## config.mk

```make
export PLATFORM = sky130hd
export DESIGN_NAME = mult_seq
export DESIGN_NICKNAME = d
export VERILOG_FILES = /design/src/rtl/mult_seq.sv
export SDC_FILE = /design/constraint.sdc
export NUM_CORES = 1
export LEC_CHECK = 0
export BUFFER_PORTS_ARGS = -buffer_cell sky130_fd_sc_hd__buf_2
export CORE_ASPECT_RATIO = 0.75
export CORE_UTILIZATION = 44
export CTS_CLUSTER_DIAMETER = 30
export DETAILED_ROUTE_END_ITERATION = 10
export GPL_TIMING_DRIVEN = 1
export SKIP_CTS_REPAIR_TIMING = 1
export SYNTH_ARGS = -nofsm -noshare
export SYNTH_HDL_FRONTEND = slang
export SYNTH_SLANG_ARGS = --single-unit
```

## constraint.sdc

```tcl
create_clock -name clk -period 5.5 [get_ports clk]
set_clock_uncertainty 0.2 [all_clocks]
set_input_delay 0.275 -clock clk [delete_from_list [all_inputs] [get_ports clk]]
set_output_delay 0.275 -clock clk [all_outputs]
set_load 0.01 [all_outputs]
```

## src/rtl/mult_seq.sv

```systemverilog
// -----------------------------------------------------------------------------
// mult_seq -- sequential shift-add multiplier, signed or unsigned operands.
//
// One pair of WIDTH-bit operands is accepted in IDLE. The operands are
// converted to magnitudes, multiplied over STEPS = WIDTH/BITS_PER_CYCLE CALC
// cycles, and in FIX the product sign is applied. The registered product is
// then held in DONE until the consumer takes it.
// The result is valid STEPS+1 rising edges after the accepting edge.
//
// Optional feature: define MULT_SEQ_OVF_EN to add the out_ovf output. out_ovf
// flags a product that does not fit in WIDTH bits, in the selected mode.
//
// WIDTH must be even and at least 8. BITS_PER_CYCLE must divide WIDTH.
// -----------------------------------------------------------------------------
module mult_seq #(
    parameter int WIDTH          = 64,
    parameter int BITS_PER_CYCLE = 1
) (
    input  logic                 clk,
    input  logic                 rst,
    input  logic                 in_valid,
    output logic                 in_ready,
    input  logic [WIDTH-1:0]     in_a,
    input  logic [WIDTH-1:0]     in_b,
    input  logic                 in_signed,
    output logic                 out_valid,
    input  logic                 out_ready,
    output logic [2*WIDTH-1:0]   out_y
`ifdef MULT_SEQ_OVF_EN
    ,
    output logic                 out_ovf
`endif
);

    // -------------------------------------------------------------------------
    // Derived constants
    // -------------------------------------------------------------------------
    localparam int STEPS = WIDTH / BITS_PER_CYCLE;
    localparam int CNT_W = $clog2(STEPS + 1);
    localparam int PP_W  = WIDTH + BITS_PER_CYCLE;

    localparam logic [1:0] IDLE = 2'd0;
    localparam logic [1:0] CALC = 2'd1;
    localparam logic [1:0] FIX  = 2'd2;
    localparam logic [1:0] DONE = 2'd3;

    localparam logic [CNT_W-1:0] CNT_LOAD = CNT_W'(STEPS);
    localparam logic [CNT_W-1:0] CNT_ONE  = CNT_W'(1);
    localparam logic [CNT_W-1:0] CNT_ZERO = {CNT_W{1'b0}};

    // -------------------------------------------------------------------------
    // Arithmetic helpers
    // -------------------------------------------------------------------------

    // Two's-complement negation at operand width.
    // The most negative value maps onto itself, and as an unsigned
    // magnitude that is exactly 2^(WIDTH-1).
    function automatic logic [WIDTH-1:0] neg_w(input logic [WIDTH-1:0] v);
        return ~v + {{(WIDTH-1){1'b0}}, 1'b1};
    endfunction

    // Two's-complement negation at product width
    function automatic logic [2*WIDTH-1:0] neg_2w(input logic [2*WIDTH-1:0] v);
        return ~v + {{(2*WIDTH-1){1'b0}}, 1'b1};
    endfunction

    // Magnitude times a BITS_PER_CYCLE-bit slice of the multiplier.
    // The result is formed as a sum of shifted copies of the magnitude.
    function automatic logic [PP_W-1:0] partial_product(
        input logic [WIDTH-1:0]          a,
        input logic [BITS_PER_CYCLE-1:0] bits
    );
        logic [PP_W-1:0] pp;
        pp = {PP_W{1'b0}};
        for (int j = 0; j < BITS_PER_CYCLE; j++) begin
            if (bits[j]) begin
                pp = pp + ({{BITS_PER_CYCLE{1'b0}}, a} << j);
            end else begin
                pp = pp;
            end
        end
        return pp;
    endfunction

`ifdef MULT_SEQ_OVF_EN
    // Product does not fit in WIDTH bits.
    // Signed: the sign bit and all bits above it must agree.
    // Unsigned: the upper half must be zero.
    function automatic logic overflow(
        input logic [2*WIDTH-1:0] y,
        input logic               is_signed
    );
        logic [WIDTH:0]   top_s;
        logic [WIDTH-1:0] top_u;
        logic             ovf;
        top_s = y[2*WIDTH-1:WIDTH-1];
        top_u = y[2*WIDTH-1:WIDTH];
        if (is_signed) begin
            ovf = (top_s != {(WIDTH+1){1'b0}}) && (top_s != {(WIDTH+1){1'b1}});
        end else begin
            ovf = (top_u != {WIDTH{1'b0}});
        end
        return ovf;
    endfunction
`endif

    // -------------------------------------------------------------------------
    // State
    // -------------------------------------------------------------------------
    logic [1:0]           state_r;
    logic [1:0]           state_next_s;
    logic [CNT_W-1:0]     cnt_r;
    logic [WIDTH-1:0]     mag_a_r;
    // Upper half: running sum. Lower half: multiplier bits not yet consumed,
    // shifted out at the bottom as result bits shift in from the top.
    logic [2*WIDTH-1:0]   acc_r;
    logic                 neg_r;
`ifdef MULT_SEQ_OVF_EN
    logic                 signed_r;
    logic                 ovf_s;
`endif

    logic                 accept_s;
    logic                 a_neg_s;
    logic                 b_neg_s;
    logic [WIDTH-1:0]     mag_a_s;
    logic [WIDTH-1:0]     mag_b_s;
    logic [PP_W-1:0]      sum_s;
    logic [2*WIDTH-1:0]   acc_step_s;
    logic [2*WIDTH-1:0]   fixed_s;

    // Input handshake and operand magnitudes at the point of acceptance
    always_comb begin
        accept_s = in_valid && (state_r == IDLE);
        a_neg_s  = in_signed & in_a[WIDTH-1];
        b_neg_s  = in_signed & in_b[WIDTH-1];
        if (a_neg_s) begin
            mag_a_s = neg_w(in_a);
        end else begin
            mag_a_s = in_a;
        end
        if (b_neg_s) begin
            mag_b_s = neg_w(in_b);
        end else begin
            mag_b_s = in_b;
        end
    end

    // Next-state logic. A reset overrides every transition here.
    always_comb begin
        state_next_s = state_r;
        case (state_r)
            IDLE: begin
                if (in_valid) begin
                    state_next_s = CALC;
                end else begin
                    state_next_s = IDLE;
                end
            end
            CALC: begin
                if (cnt_r == CNT_ONE) begin
                    state_next_s = FIX;
                end else begin
                    state_next_s = CALC;
                end
            end
            FIX: begin
                state_next_s = DONE;
            end
            DONE: begin
                if (out_ready) begin
                    state_next_s = IDLE;
                end else begin
                    state_next_s = DONE;
                end
            end
            default: begin
                state_next_s = IDLE;
            end
        endcase
    end

    // One shift-add step: add partial product to the upper half of acc_r
    always_comb begin
        sum_s = {{BITS_PER_CYCLE{1'b0}}, acc_r[2*WIDTH-1:WIDTH]}
              + partial_product(mag_a_r, acc_r[BITS_PER_CYCLE-1:0]);
    end

    // Retire the consumed multiplier bits by shifting the accumulator right.
    // This is split by case because a single step per operand has no bits
    // left to keep.
    generate
        if (BITS_PER_CYCLE < WIDTH) begin : g_shift
            always_comb begin
                acc_step_s = {sum_s, acc_r[WIDTH-1:BITS_PER_CYCLE]};
            end
        end else begin : g_single
            always_comb begin
                acc_step_s = sum_s;
            end
        end
    endgenerate

    // Apply the product sign. Zero is never negated.
    always_comb begin
        if (neg_r && (acc_r != {(2*WIDTH){1'b0}})) begin
            fixed_s = neg_2w(acc_r);
        end else begin
            fixed_s = acc_r;
        end
    end

`ifdef MULT_SEQ_OVF_EN
    // Representability of the signed or unsigned final product
    always_comb begin
        ovf_s = overflow(fixed_s, signed_r);
    end
`endif

    // Control path: FSM state, step counter, registered handshake flags
    always_ff @(posedge clk) begin
        if (rst) begin
            state_r   <= IDLE;
            cnt_r     <= CNT_ZERO;
            in_ready  <= 1'b1;
            out_valid <= 1'b0;
        end else begin
            state_r   <= state_next_s;
            in_ready  <= (state_next_s == IDLE);
            out_valid <= (state_next_s == DONE);
            if (accept_s) begin
                cnt_r <= CNT_LOAD;
            end else if (state_r == CALC) begin
                cnt_r <= cnt_r - CNT_ONE;
            end else begin
                cnt_r <= cnt_r;
            end
        end
    end

    // Datapath: capture operands on accept, one shift-add step per CALC cycle
    always_ff @(posedge clk) begin
        if (rst) begin
            mag_a_r  <= {WIDTH{1'b0}};
            acc_r    <= {(2*WIDTH){1'b0}};
            neg_r    <= 1'b0;
`ifdef MULT_SEQ_OVF_EN
            signed_r <= 1'b0;
`endif
        end else begin
            case (state_r)
                IDLE: begin
                    if (accept_s) begin
                        mag_a_r  <= mag_a_s;
                        acc_r    <= {{WIDTH{1'b0}}, mag_b_s};
                        neg_r    <= a_neg_s ^ b_neg_s;
`ifdef MULT_SEQ_OVF_EN
                        signed_r <= in_signed;
`endif
                    end else begin
                        acc_r <= acc_r;
                    end
                end
                CALC: begin
                    acc_r <= acc_step_s;
                end
                default: begin
                    acc_r <= acc_r;
                end
            endcase
        end
    end

    // Result register. It is loaded only in FIX and otherwise keeps the
    // last product.
    always_ff @(posedge clk) begin
        if (rst) begin
            out_y   <= {(2*WIDTH){1'b0}};
`ifdef MULT_SEQ_OVF_EN
            out_ovf <= 1'b0;
`endif
        end else if (state_r == FIX) begin
            out_y   <= fixed_s;
`ifdef MULT_SEQ_OVF_EN
            out_ovf <= ovf_s;
`endif
        end else begin
            out_y   <= out_y;
`ifdef MULT_SEQ_OVF_EN
            out_ovf <= out_ovf;
`endif
        end
    end

endmodule

```

==> impl_metrics.json, run 1 <==
{
  "status": "complete, but fails checks",
  "violations": "negative hold slack",
  "synth-seq-area-share": 0.3247,
  "power_mw": 8.496,
  "critPathSlowestCell": "nor4b_1",
  "rows": 68,
  "min_path_type": "input port to flip-flop",
  "synthMostInstantiatedCell": "dfxtp_1",
  "place.gp.congestion": 0.9985,
  "worst_pin_slew_ps": 1224,
  "drive_above_1_share": 0.1547,
  "antenna_found_initial": 0,
  "ys_top_cells_by_area": "dfxtp_1, xor2_1, xnor2_1, a21oi_1, nor2_1",
  "final.period_utilization": 0.9340,
  "place_worst_setup_slack_ps": 790.0,
  "grt_first_pass_wirelength_mm": 104.5,
  "synth_edf_count": 0,
  "synth.distinct_cells": 64,
  "ir_drop_mv": 0.2072,
  "postSynthCellCount": 2609,
  "syn-cell-area_um2": 20470,
  "cp.arrival_ps": 5460,
  "cts_max_path_buffers": 3,
  "start_util": 0.4455,
  "clock-sinks": 332,
  "fmax_mhz": 194.7,
  "first_pass_iters": 6,
  "die_y_um": 188.8,
  "p_leak_nw": 10.73,
  "io_pins": 263,
  "timing.hold.ws_ps": -17.06,
  "post-dp-hpwl_mm": 50.07,
  "avgSynthCellArea_um2": 7.845,
  "post-route-min-period_ps": 5137,
  "end_kind": "flip-flop",
  "power_density_nw_per_um2": 322.3,
  "grt_usage": 0.2766,
  "coreArea_um2": 45940,
  "insertion_delay_ps": 610,
  "critPathTopFamily": "simple AND/OR/NAND/NOR gates",
  "vias_per_cell": 5.806,
  "ctsHtreeMaxLevel": 3,
  "critPathMaxStageDelay_ps": 600,
  "diodes": 0,
  "worst_slack_ps": 363.2,
  "ant_nets": 0,
  "register_area_um2": 6646,
  "synth.top_cell.area_share": 0.3247,
  "slew_headroom": 0.1841,
  "synthFlopType": "dfxtp_1",
  "ys_top_cells_by_count": "dfxtp_1, nor2_1, nand2_1",
  "cp_max_fo": 8,
  "synth_warnings": 0,
  "synthesis.nets": 2812,
  "cts-root-buf": "clkbuf_16",
  "n_fill_cell": 4231,
  "setup_viol": 0,
  "worstSetupPathType": "input port to flip-flop",
  "worst-path-buf-inv": 4,
  "io_buffer_count": 262,
  "die_area_um2": 47390,
  "cp-start-kind": "input port",
  "crit_chain": "dlygate4sd3_1, buf_2, or4_1, nor4b_1, and4b_1, and2_1, nand2_1, nor3_1, nand3_1, buf_4, nor4b_1, nand3b_1, nand2_1, nand3_1, dlygate4sd3_1, o21ai_0",
  "drt-total-wl_mm": 68.60,
  "ys_ff_latch": 332,
  "slew_viol_final": 0,
  "syn_to_final_growth_pct": 28.77,
  "grt_max_degree": 104,
  "cap_violations": 0,
  "wl_per_cell_um": 18.94,
  "final.setup.tns_ps": 0,
  "grt_pass1_vias": 18436,
  "async_reset_ff_frac": 0,
  "final_hold_viol_count": 2,
  "final_nets": 3165,
  "clk_pin_slew_ps": 50,
  "yosys.area.top_type": "dfxtp_1",
  "die_x_um": 251.1,
  "rsz0062_at_grt": "no",
  "critPathRequiredTime_ps": 5820,
  "drt_iter0_markers": 2091,
  "globalRouteOverflowTotal": 0,
  "remaining_drc_errors": 0,
  "multi_input_area_um2": 13090,
  "cts_inserted_buffers": 77,
  "cts_tree": "yes",
  "dr_total_vias": 21025
}
[worst register-to-register path: cells and delay by family, from the launching register on]
kind / cells / cell delay, ps
AOI/OAI and AO/OA: 2 / 440
DFF: 1 / 370
xor gates and xnor gates: 1 / 100
and+or+nand+nor: 8 / 3590
[per-stage QoR]
step             util  hold slack [ps]  instances  cell area (µm²)
2_1_floorplan       -            175.2       2609            20470
3_3_place_gp   0.4840            235.4       3344            22240
3_5_place_dp   0.4840            241.7       3344            22240
4_1_cts        0.5445           -309.7       3487            25020
5_1_grt        0.5737            19.99       3621            26360
6_report       0.5737           -17.06       3621            26360
[layout make-up]
type                    count  share of cell area
clock buffers             103             0.08331
clock inverters            40             0.02217
inverters                  34            0.004842
multi-input cells        2082              0.4967
flip-flops and latches    332              0.2522
well taps                 595             0.02825
repair buffers            435              0.1126
[power breakdown]
part           total, mW  internal (mW)  leakage, nW  switching (mW)
Clock               4.81           3.32         1.34            1.49
Combinational       1.03          0.414         6.69           0.619
Sequential          2.65           2.53         2.70           0.122
Total               8.50           6.27         10.7            2.23
[sequential cells by signal (all words and copies together) (netlist names)]
name,count
acc_r,128
cnt_r,7
in_ready,1
mag_a_r,64
neg_r,1
out_valid,1
out_y,128
state_r,2
[metal layers]
metal,global-route usage,part of all wire,vias up
met2,0.3574,0.38,903
met5,0,0,-
li1,-,-,10227
met4,0.06191,0.015,0
met1,0.4442,0.51,9790
met3,0.06575,0.093,105
[cells by family (layout without fill, tap and decap cells)]
family                     Yosys count  in the layout  synth area share
and+or+nand+nor                    899            899            0.2114
AOI/OAI and AO/OA                  818            818            0.2563
buffers and inverters              195            612           0.03827
xor gates and xnor gates           295            295            0.1262
adders and majority gates           70             70           0.04316
DFF                                332            332            0.3247
[final timing paths]
kind                    from          end  slack (ps)  cells after the start
setup / recovery     in_b[5]    acc_r[63]         360                     16
hold / removal      in_a[23]  mag_a_r[23]         -20                      3
setup reg to reg   acc_r[13]   out_y[112]         690                     11
hold reg to reg   out_y[115]   out_y[115]         240                      2
[cell usage in the layout (no fill, tap or decap), drive strengths merged, types with 24 or more instances in the layout]
cell         netlist  routed
or4               24      24
or3               51      51
a21oi            208     208
nand3             61      61
nor3              48      48
ha                69      69
nand2            249     249
and2              75      75
dfxtp            332     332
a22o              35      35
o41ai             24      24
inv               34      36
a211oi           124     124
a22oi             57      57
dlygate4sd3        0     134
buf               24     300
xor2             176     176
nor2             270     270
o31ai             41      41
o21ai            178     178
nor4              29      29
a21o              42      42
xnor2            119     119
clkbuf           137     104
o22ai             25      25
Note: power is estimated with default switching activity, not from simulation.
==> run 2, diff against run 1 <==
CORE_MARGIN = 10   (was default)
==> impl_metrics.json, run 2 (synthesis results as in run 1) <==
{
  "status": "complete, but fails checks",
  "violations": "negative hold slack",
  "register_area_um2": 6646,
  "crit_chain": "dlygate4sd3_1, buf_2, or4_1, nor4b_1, and4b_1, and2_1, nand2_1, nor3_1, nand3_1, buf_4, nor4b_1, nand3b_1, nand2_1, nand3_1, o21ai_0",
  "grt_max_degree": 92,
  "fmax_mhz": 201.2,
  "critPathRequiredTime_ps": 5830,
  "ir_drop_mv": 0.2179,
  "slew_headroom": 0.1735,
  "critPathMaxStageDelay_ps": 740,
  "start_util": 0.4447,
  "drive_above_1_share": 0.1544,
  "worstSetupPathType": "input port to flip-flop",
  "dr_wl_met2_mm": 28.93,
  "drt-met1-wl_mm": 36.45,
  "post-route-min-period_ps": 4971,
  "grt_usage": 0.2481,
  "worst-path-buf-inv": 3,
  "coreArea_um2": 46030,
  "hold_path_depth": 3,
  "antenna_found_initial": 0,
  "setup_viol": 0,
  "die_area_um2": 55640,
  "globalRouteOverflowTotal": 0,
  "dp.cells": 3385,
  "clock-sinks": 332,
  "crit_cells": 15,
  "timing.hold.ws_ps": -26.01,
  "ant_nets": 0,
  "cts-root-buf": "clkbuf_16",
  "critPathTopFamily": "simple AND/OR/NAND/NOR gates",
  "grt_pass1_vias": 18915,
  "end_kind": "flip-flop",
  "die_x_um": 269.1,
  "worst_pin_slew_ps": 1240,
  "finalNonFillerCells": 3649,
  "dr_wl_met3_mm": 6.961,
  "rsz0062_at_grt": "no",
  "drt_iter0_markers": 1929,
  "insertion_delay_ps": 620,
  "syn_to_final_growth_pct": 29.29,
  "reg_top3": "acc_r (128), out_y (128), mag_a_r (64)",
  "final.setup.tns_ps": 0,
  "io_buffer_count": 262,
  "multi_input_area_um2": 13100,
  "clk_pin_slew_ps": 40,
  "top_layer_used": "met4",
  "rows": 68,
  "dr_total_vias": 20915,
  "worst_slack_ps": 529.2,
  "cts_tree": "yes",
  "cap_violations": 0,
  "io_pins": 263,
  "final.period_utilization": 0.9038,
  "place.gp.congestion": 0.9781,
  "final_common_cell": "dfxtp_1",
  "cts_inserted_buffers": 74,
  "cp.arrival_ps": 5310,
  "drt-total-wl_mm": 73.54,
  "cts_max_path_buffers": 3,
  "wl_per_cell_um": 20.15,
  "grt_first_pass_wirelength_mm": 109.5,
  "place_worst_setup_slack_ps": 635.9,
  "die_y_um": 206.8,
  "slew_viol_final": 0,
  "reg2reg_depth": 12,
  "cp_max_fo": 8,
  "final_nets": 3168,
  "min_path_type": "input port to flip-flop",
  "n_fill_cell": 4182,
  "p_leak_nw": 10.77,
  "power_density_nw_per_um2": 324.8,
  "vias_per_cell": 5.732,
  "first_pass_iters": 6,
  "remaining_drc_errors": 0,
  "post-dp-hpwl_mm": 54.52,
  "final_hold_viol_count": 4,
  "diodes": 0,
  "final_cell_mix": "dfxtp_1, nor2_1, buf_2",
  "ctsHtreeMaxLevel": 3,
  "critPathSlowestCell": "nor4b_1",
  "cp-start-kind": "input port"
}
## run 2: cell count changes in the layout (fill, tap and decap cells not counted), sizes merged
cell / previous run / this run
bufinv: 11 / 17
clkinvlp: 8 / 7
inv: 36 / 37
clkinv: 19 / 16
buf: 300 / 306
clkbuf: 104 / 88
## run 2: final cells by class
type                       instances  share of cell area
tap                              630             0.02979
clock buffer                      87             0.07484
timing repair buffer             441              0.1143
multi-input combinational       2082              0.4949
inverter                          34            0.004822
sequential                       332              0.2511
clock inverter                    43             0.03026
## run 2: metrics by stage
stage	utilization	hold slack (ps)	instance area [µm²]	power, mW
after CTS	0.5458	-335.2	25120	8.562
after global placement	0.4854	236.6	22340	3.628
after detailed placement	0.4854	237.3	22340	3.644
final	0.5749	-26.01	26460	8.597
after floorplan	-	175.2	20470	3.291
after global routing	0.5749	0.4054	26460	8.896
## run 2: path summary, 6_finish.rpt
| kind | endpoint | startpoint | slack [ps] |
|---|---|---|---|
| worst min-delay path | mag_a_r[32] | in_a[32] | -30 |
| worst max register to register | out_y[121] | acc_r[13] | 790 |
| worst max-delay path | acc_r[63] | in_b[3] | 530 |
| worst min register to register | out_y[102] | out_y[102] | 240 |
## run 2: power by group
part	total [mW]	internal [mW]	switching, mW
sequential	2.66	2.53	0.131
combinational	1.04	0.415	0.623
clock	4.90	3.39	1.50
total	8.60	6.34	2.26
## run 2: worst register-to-register path, stage by stage (launching register included)
cell and delay, ps:
dfxtp_1 370, or4_1 650, nor4_1 510, nand4b_1 430, or2_2 430, or3_1 530, nor2_4 230, nand2_2 150
nor2_4 180, nand3b_1 200, o41ai_1 390, xor2_1 110, a211oi_1 230
## run 2: routing by layer
| layer | global-route usage | vias to the layer above |
|---|---|---|
| met5 | 0 | - |
| met4 | 0.06268 | 0 |
| met3 | 0.07339 | 91 |
| met2 | 0.3226 | 825 |
| met1 | 0.3818 | 9793 |
| li1 | - | 10206 |
